`src/rtl/regfile_sb.sv`:
```
// regfile_sb: parametrised two-read / one-write register file with a
// per-register busy scoreboard for RAW hazard detection in decode.
// Register 0 is optionally hardwired to zero (ZERO_REG).
// Optional feature macro: REGFILE_SB_BYPASS_EN. When defined, a writeback in
// the current cycle is forwarded to the read ports and clears the matching
// BUSY output in that same cycle. When undefined, reads and busy flags reflect
// registered state only.
module regfile_sb #(
  parameter int XLEN     = 32,
  parameter int AW       = 5,
  parameter int ZERO_REG = 1
) (
  input  logic            CLK,
  input  logic            RST_N,
  input  logic [AW-1:0]   A1,
  input  logic [AW-1:0]   A2,
  output logic [XLEN-1:0] RD1,
  output logic [XLEN-1:0] RD2,
  input  logic [AW-1:0]   A3,
  input  logic [XLEN-1:0] WD3,
  input  logic            WE,
  input  logic            ISS,
  input  logic [AW-1:0]   ISS_RD,
  output logic            BUSY1,
  output logic            BUSY2,
  output logic            HAZ,
  output logic [AW:0]     PEND
);

  localparam int NREG = 2 ** AW;

  logic [XLEN-1:0] rf [NREG];
  logic [NREG-1:0] busy;
  logic [NREG-1:0] busy_nxt;
  logic [AW:0]     pend;
  logic [AW:0]     pend_nxt;

  logic            wr_ok;
  logic            iss_ok;
  logic [XLEN-1:0] rd1_raw;
  logic [XLEN-1:0] rd2_raw;
  logic            busy1_raw;
  logic            busy2_raw;

  // Writes and issues aimed at a hardwired-zero r0 are ignored entirely.
  assign wr_ok  = WE  && !((ZERO_REG != 0) && (A3 == '0));
  assign iss_ok = ISS && !((ZERO_REG != 0) && (ISS_RD == '0));

  // Next busy vector: retire clears, issue sets; set applied last so a new
  // producer to the same register supersedes the retiring one.
  always_comb begin
    busy_nxt = busy;
    if (wr_ok)  busy_nxt[A3]     = 1'b0;
    if (iss_ok) busy_nxt[ISS_RD] = 1'b1;
  end

  // Population count of the next busy vector, registered alongside it.
  always_comb begin
    pend_nxt = '0;
    for (int i = 0; i < NREG; i++) begin
      pend_nxt = pend_nxt + {{AW{1'b0}}, busy_nxt[i]};
    end
  end

  // Register array: asynchronous clear, one write port.
  always_ff @(posedge CLK or negedge RST_N) begin
    if (!RST_N) begin
      for (int i = 0; i < NREG; i++) begin
        rf[i] <= '0;
      end
    end else if (wr_ok) begin
      rf[A3] <= WD3;
    end
  end

  // Scoreboard state and its pending count.
  always_ff @(posedge CLK or negedge RST_N) begin
    if (!RST_N) begin
      busy <= '0;
      pend <= '0;
    end else begin
      busy <= busy_nxt;
      pend <= pend_nxt;
    end
  end

`ifdef REGFILE_SB_BYPASS_EN
  logic byp1;
  logic byp2;

  assign byp1 = wr_ok && (A3 == A1);
  assign byp2 = wr_ok && (A3 == A2);

  // Read ports with write-through forwarding; a same-cycle reissue keeps busy.
  always_comb begin
    rd1_raw   = byp1 ? WD3 : rf[A1];
    rd2_raw   = byp2 ? WD3 : rf[A2];
    busy1_raw = busy[A1] && !(byp1 && !(iss_ok && (ISS_RD == A1)));
    busy2_raw = busy[A2] && !(byp2 && !(iss_ok && (ISS_RD == A2)));
  end
`else
  // Read ports straight from registered state.
  always_comb begin
    rd1_raw   = rf[A1];
    rd2_raw   = rf[A2];
    busy1_raw = busy[A1];
    busy2_raw = busy[A2];
  end
`endif

  // Outputs forced quiet while reset is asserted.
  assign RD1   = RST_N ? rd1_raw : '0;
  assign RD2   = RST_N ? rd2_raw : '0;
  assign BUSY1 = RST_N && busy1_raw;
  assign BUSY2 = RST_N && busy2_raw;
  assign HAZ   = BUSY1 || BUSY2;
  assign PEND  = pend;

endmodule

```
`config.mk`:
```
export PLATFORM = sky130hd
export DESIGN_NAME = regfile_sb
export DESIGN_NICKNAME = d
export VERILOG_FILES = /design/src/rtl/regfile_sb.sv
export SDC_FILE = /design/constraint.sdc
export NUM_CORES = 2
export LEC_CHECK = 0
export BUFFER_PORTS_ARGS = -buffer_cell sky130_fd_sc_hd__clkbuf_2
export CAP_MARGIN = 25
export CORE_ASPECT_RATIO = 1.2
export CORE_UTILIZATION = 44
export CTS_BUF_LIST = sky130_fd_sc_hd__clkbuf_8
export CTS_CLUSTER_SIZE = 8
export DETAILED_ROUTE_END_ITERATION = 8
export SYNTH_ARGS = -nofsm -noshare
export SYNTH_HDL_FRONTEND = slang
export SYNTH_SLANG_ARGS = --single-unit
```
`constraint.sdc`:
```
create_clock -name CLK -period 5.3 [get_ports CLK]
set_input_delay 0.265 -clock CLK [delete_from_list [all_inputs] [get_ports CLK]]
set_output_delay 0.265 -clock CLK [all_outputs]
set_load 0.02 [all_outputs]
```
==> reports/metrics.yaml <==
run_status:
  status: "complete, no violations"
yosys:
  avgSynthCellArea_um2: 15.5
  postSynthCellCount: 3692
  yosysWarningCount: 0
  synthArstFlopShare_pct: 100
  synth-simple-area-share_pct: 1.57
  synth_fp_nets: 3779
  synth_seq_cells: 1062
  synth_xor_area_share_pct: 0.0460
  synth_top_family_by_area: "multiplexers"
  synthDistinctLibCells: 47
  synthFlopType: "dfrtp_1"
  synth-edff-count: 0
  synthAdderAreaFrac_pct: 0.994
  syn_area_um2: 57100
  synth_compound_area_share_pct: 2.52
  synth_mux_area_share_pct: 45.0
  seq_area_frac_synth_pct: 46.5
route:
  drtAntennaViolNets: 0
  drt-total-wl_um: 176000
  drc: 0
  dr_total_vias: 35200
  vias_per_cell: 6.31
  firstDrtPassIters: 5
  wl_per_cell_um: 31.5
  drtIter0Drc: 2517
die:
  die_x_um: 331
  dieArea_um2: 131000
  core_area_um2: 129000
  start_util_pct: 44.4
  die_h_um: 397
  row_count: 144
  ios: 129
sta:
  hold_viol_final: 0
  max_freq_ghz: 0.197
  rsz0062_at_grt: "no"
  report.final.setup_viol: 0
  tightest_slew_ns: 1.11
  drv_slew: 0
  fin_skew_ns: 0.0236
  timing.final.crit_share_pct: 95.6
  fin_crit_ns: 5.06
  maxSlewHeadroom_pct: 26.1
placement:
  io_buffers: 128
  hpwlAfterDp_um: 97800
  place_congestion: 0.867
cells_and_area:
  regArea_um2: 26600
  multiInputGateArea_um2: 28900
  syn_to_final_growth_pct: 11.6
  nFillCells: 11100
  utilization_pct: 49.5
  fin_nets: 3851
  final_layout_size_suffix_gt1_share_pct: 54.3
clock_network:
  cts_buffers: 187
  cts_max_level: 4
  cts.sink_count: 1062
  clock_latency_ns: 0.90
  post_cts_resized: 0
  cts-root-buf: "clkbuf_8"
  clockBufferDepth: 3
  path_clk_slew_ns: 0.06
  cts_tree: "built"
setup_path:
  worstReg2RegStart: "busy[27]"
  critPathKind: "primary input to flip-flop"
  r2r-end: "PEND[4]"
  crit_family: "adder cells"
  end_kind: "flip-flop"
  rrSetupSlack_ns: 0.43
  required_ns: 6.09
  critPathMostFrequentCell: "fa_1"
  cp_data_arrival_time_ns: 5.86
  startpoint_type: "primary input"
  critical_path.cell_chain: "dlygate4sd3_1 > clkbuf_2 > nand2_1 > or2_2 > o21ai_0 > nand2_1 > fa_1 > inv_1 > fa_1 > fa_1 > fa_1 > fa_1 > fa_1 > inv_1 > ha_1 > fa_2 > a21o_1 > a21oi_1 > xnor2_1"
  worst_path_largest_cell_delay_ns: 0.56
  reg2reg_depth: 15
  crit_path_max_fanout: 7
  crit_buf_inv: 4
  critPathSlowestCell: "fa_1"
pwr:
  ir_worst_vdd_uv: 733
  power.density_nw_per_um2: 403
  p_leak_nw: 28.7
  p_total_mw: 25.7
worst_hold_path:
  hold_start: "A3[1]"
  hold_end: "busy[9]"
  hold_depth: 5
  hold_class: "primary input to flip-flop"
global_routing:
  grt_pass1_wl_um: 258000
  gr-usage-all-layers_pct: 27.3
  antenna_found_initial: 10
  grt_max_degree: 126
  grt_pass1_vias: 37200
  grt.overflow.total: 0
run:
  max_cap_viol_count: 0
==> logic make-up (layout without fill, tap and decap cells) <==
family | Yosys count | count (layout)
buffers and inverters | 458 | 664
AOI/OAI and AO/OA | 190 | 190
and+or+nand+nor | 165 | 165
DFF | 1062 | 1062
adders and majority gates | 31 | 31
xor gates and xnor gates | 3 | 3
other | 0 | 4
muxes | 1783 | 1783
==> per-stage QoR <==
step                hold WS [ns]  worst slack, ns  area (µm²)  TNS [ns]  std cells
finish                    0.0983            0.235       63700         0       5581
global route               0.104           0.0201       63700         0       5580
CTS                       0.0162           0.0412       63700         0       5578
detailed placement         0.337          -0.0894       59900   -0.0894       5234
global placement           0.341           -0.105       59800    -0.105       5232
floorplan                -0.0306           0.0147       57200         0       3692
==> cells in the final DEF, fill, tap and decap left out, types with 23 or more instances in the layout <==
master / instances
nand2_1: 23
a22oi_1: 138
and3_1: 66
clkbuf_8: 232
dfrtp_1: 1062
clkinv_2: 23
inv_1: 103
mux2i_1: 258
fa_1: 23
clkbuf_2: 121
buf_4: 129
mux2_2: 999
mux4_2: 526
==> sequential cells by signal, indices dropped and copies added (netlist names) <==
signal  count
PEND        6
rf       1024
busy       32
==> cells in the mapped netlist (2+ instances only) <==
master / number / area (µm²)
a22o_1: 11 / 96.3
buf_2: 165 / 826
nand2_1: 35 / 131
nor3_1: 3 / 15.0
fa_1: 24 / 480
clkbuf_1: 205 / 769
nand2b_1: 4 / 25.0
o21ai_0: 12 / 60.1
a21o_1: 2 / 15.0
a221oi_1: 2 / 17.5
ha_1: 7 / 87.6
a32o_1: 7 / 70.1
a31oi_1: 2 / 12.5
nor2_1: 29 / 109
inv_1: 43 / 161
mux2_2: 999 / 11200
and3_1: 66 / 413
nand3_1: 4 / 20.0
buf_4: 3 / 22.5
a21oi_1: 2 / 10.0
nor2b_1: 4 / 25.0
or2_2: 4 / 25.0
mux2i_1: 258 / 2580
xnor2_1: 2 / 17.5
and2_1: 2 / 12.5
o22a_1: 2 / 17.5
dfrtp_1: 1062 / 26600
mux4_2: 526 / 11800
nand3b_1: 2 / 15.0
o22ai_1: 2 / 12.5
nor3b_1: 3 / 22.5
a32oi_1: 3 / 26.3
nand2_2: 5 / 31.3
buf_1: 42 / 158
a22oi_1: 138 / 1040
==> final cells by class <==
type                    count  share of cell area [%]
clock inverters            91                   0.703
inverters                  43                   0.253
repair buffers            298                    3.65
clock buffers             232                    5.01
multi-input cells        2172                    45.4
well taps                1679                    3.30
flip-flops and latches   1062                    41.7
diodes                      4                  0.0157
==> where the power goes <==
part / leakage [nW] / switching [mW] / total (mW) / internal (mW)
Clock: 2.12 / 3.45 / 7.45 / 4.00
Combinational: 12.9 / 3.21 / 7.45 / 4.24
Sequential: 13.6 / 1.07 / 10.8 / 9.74
==> how the worst max path moves through the flow <==
stage	start	to	slack, ns	depth (start not counted)
after global routing	A3[2]	PEND[4]	0.02	19
after CTS	ISS_RD[2]	PEND[4]	0.04	20
final	A3[2]	PEND[4]	0.24	19
after detailed placement	A3[2]	PEND[4]	-0.09	18
after global placement	A3[2]	PEND[4]	-0.11	18
after floorplan	A3[3]	PEND[4]	0.01	18
==> what timing repair did <==
item / in CTS / in global routing
endpoints found under the setup margin: 0 / 3
buffers inserted: 0 / 0
hold buffers: 21 / 0
endpoints found under the hold margin: 223 / 0
==> tightest hold or removal path, delay by kind of cell <==
| family | cells | cell delay [ns] |
|---|---|---|
| buf+inv | 2 | 0.29 |
| simple gates | 2 | 0.26 |
| compound gates | 1 | 0.14 |
==> routing by layer <==
metal | global-route usage, % | share of wire, %
met5 | 0 | 0.047
met4 | 10.7 | 3.8
met3 | 4.85 | 5.3
met2 | 44.7 | 49
met1 | 36.1 | 42
No activity file was read; power rests on OpenSTA's default activity.
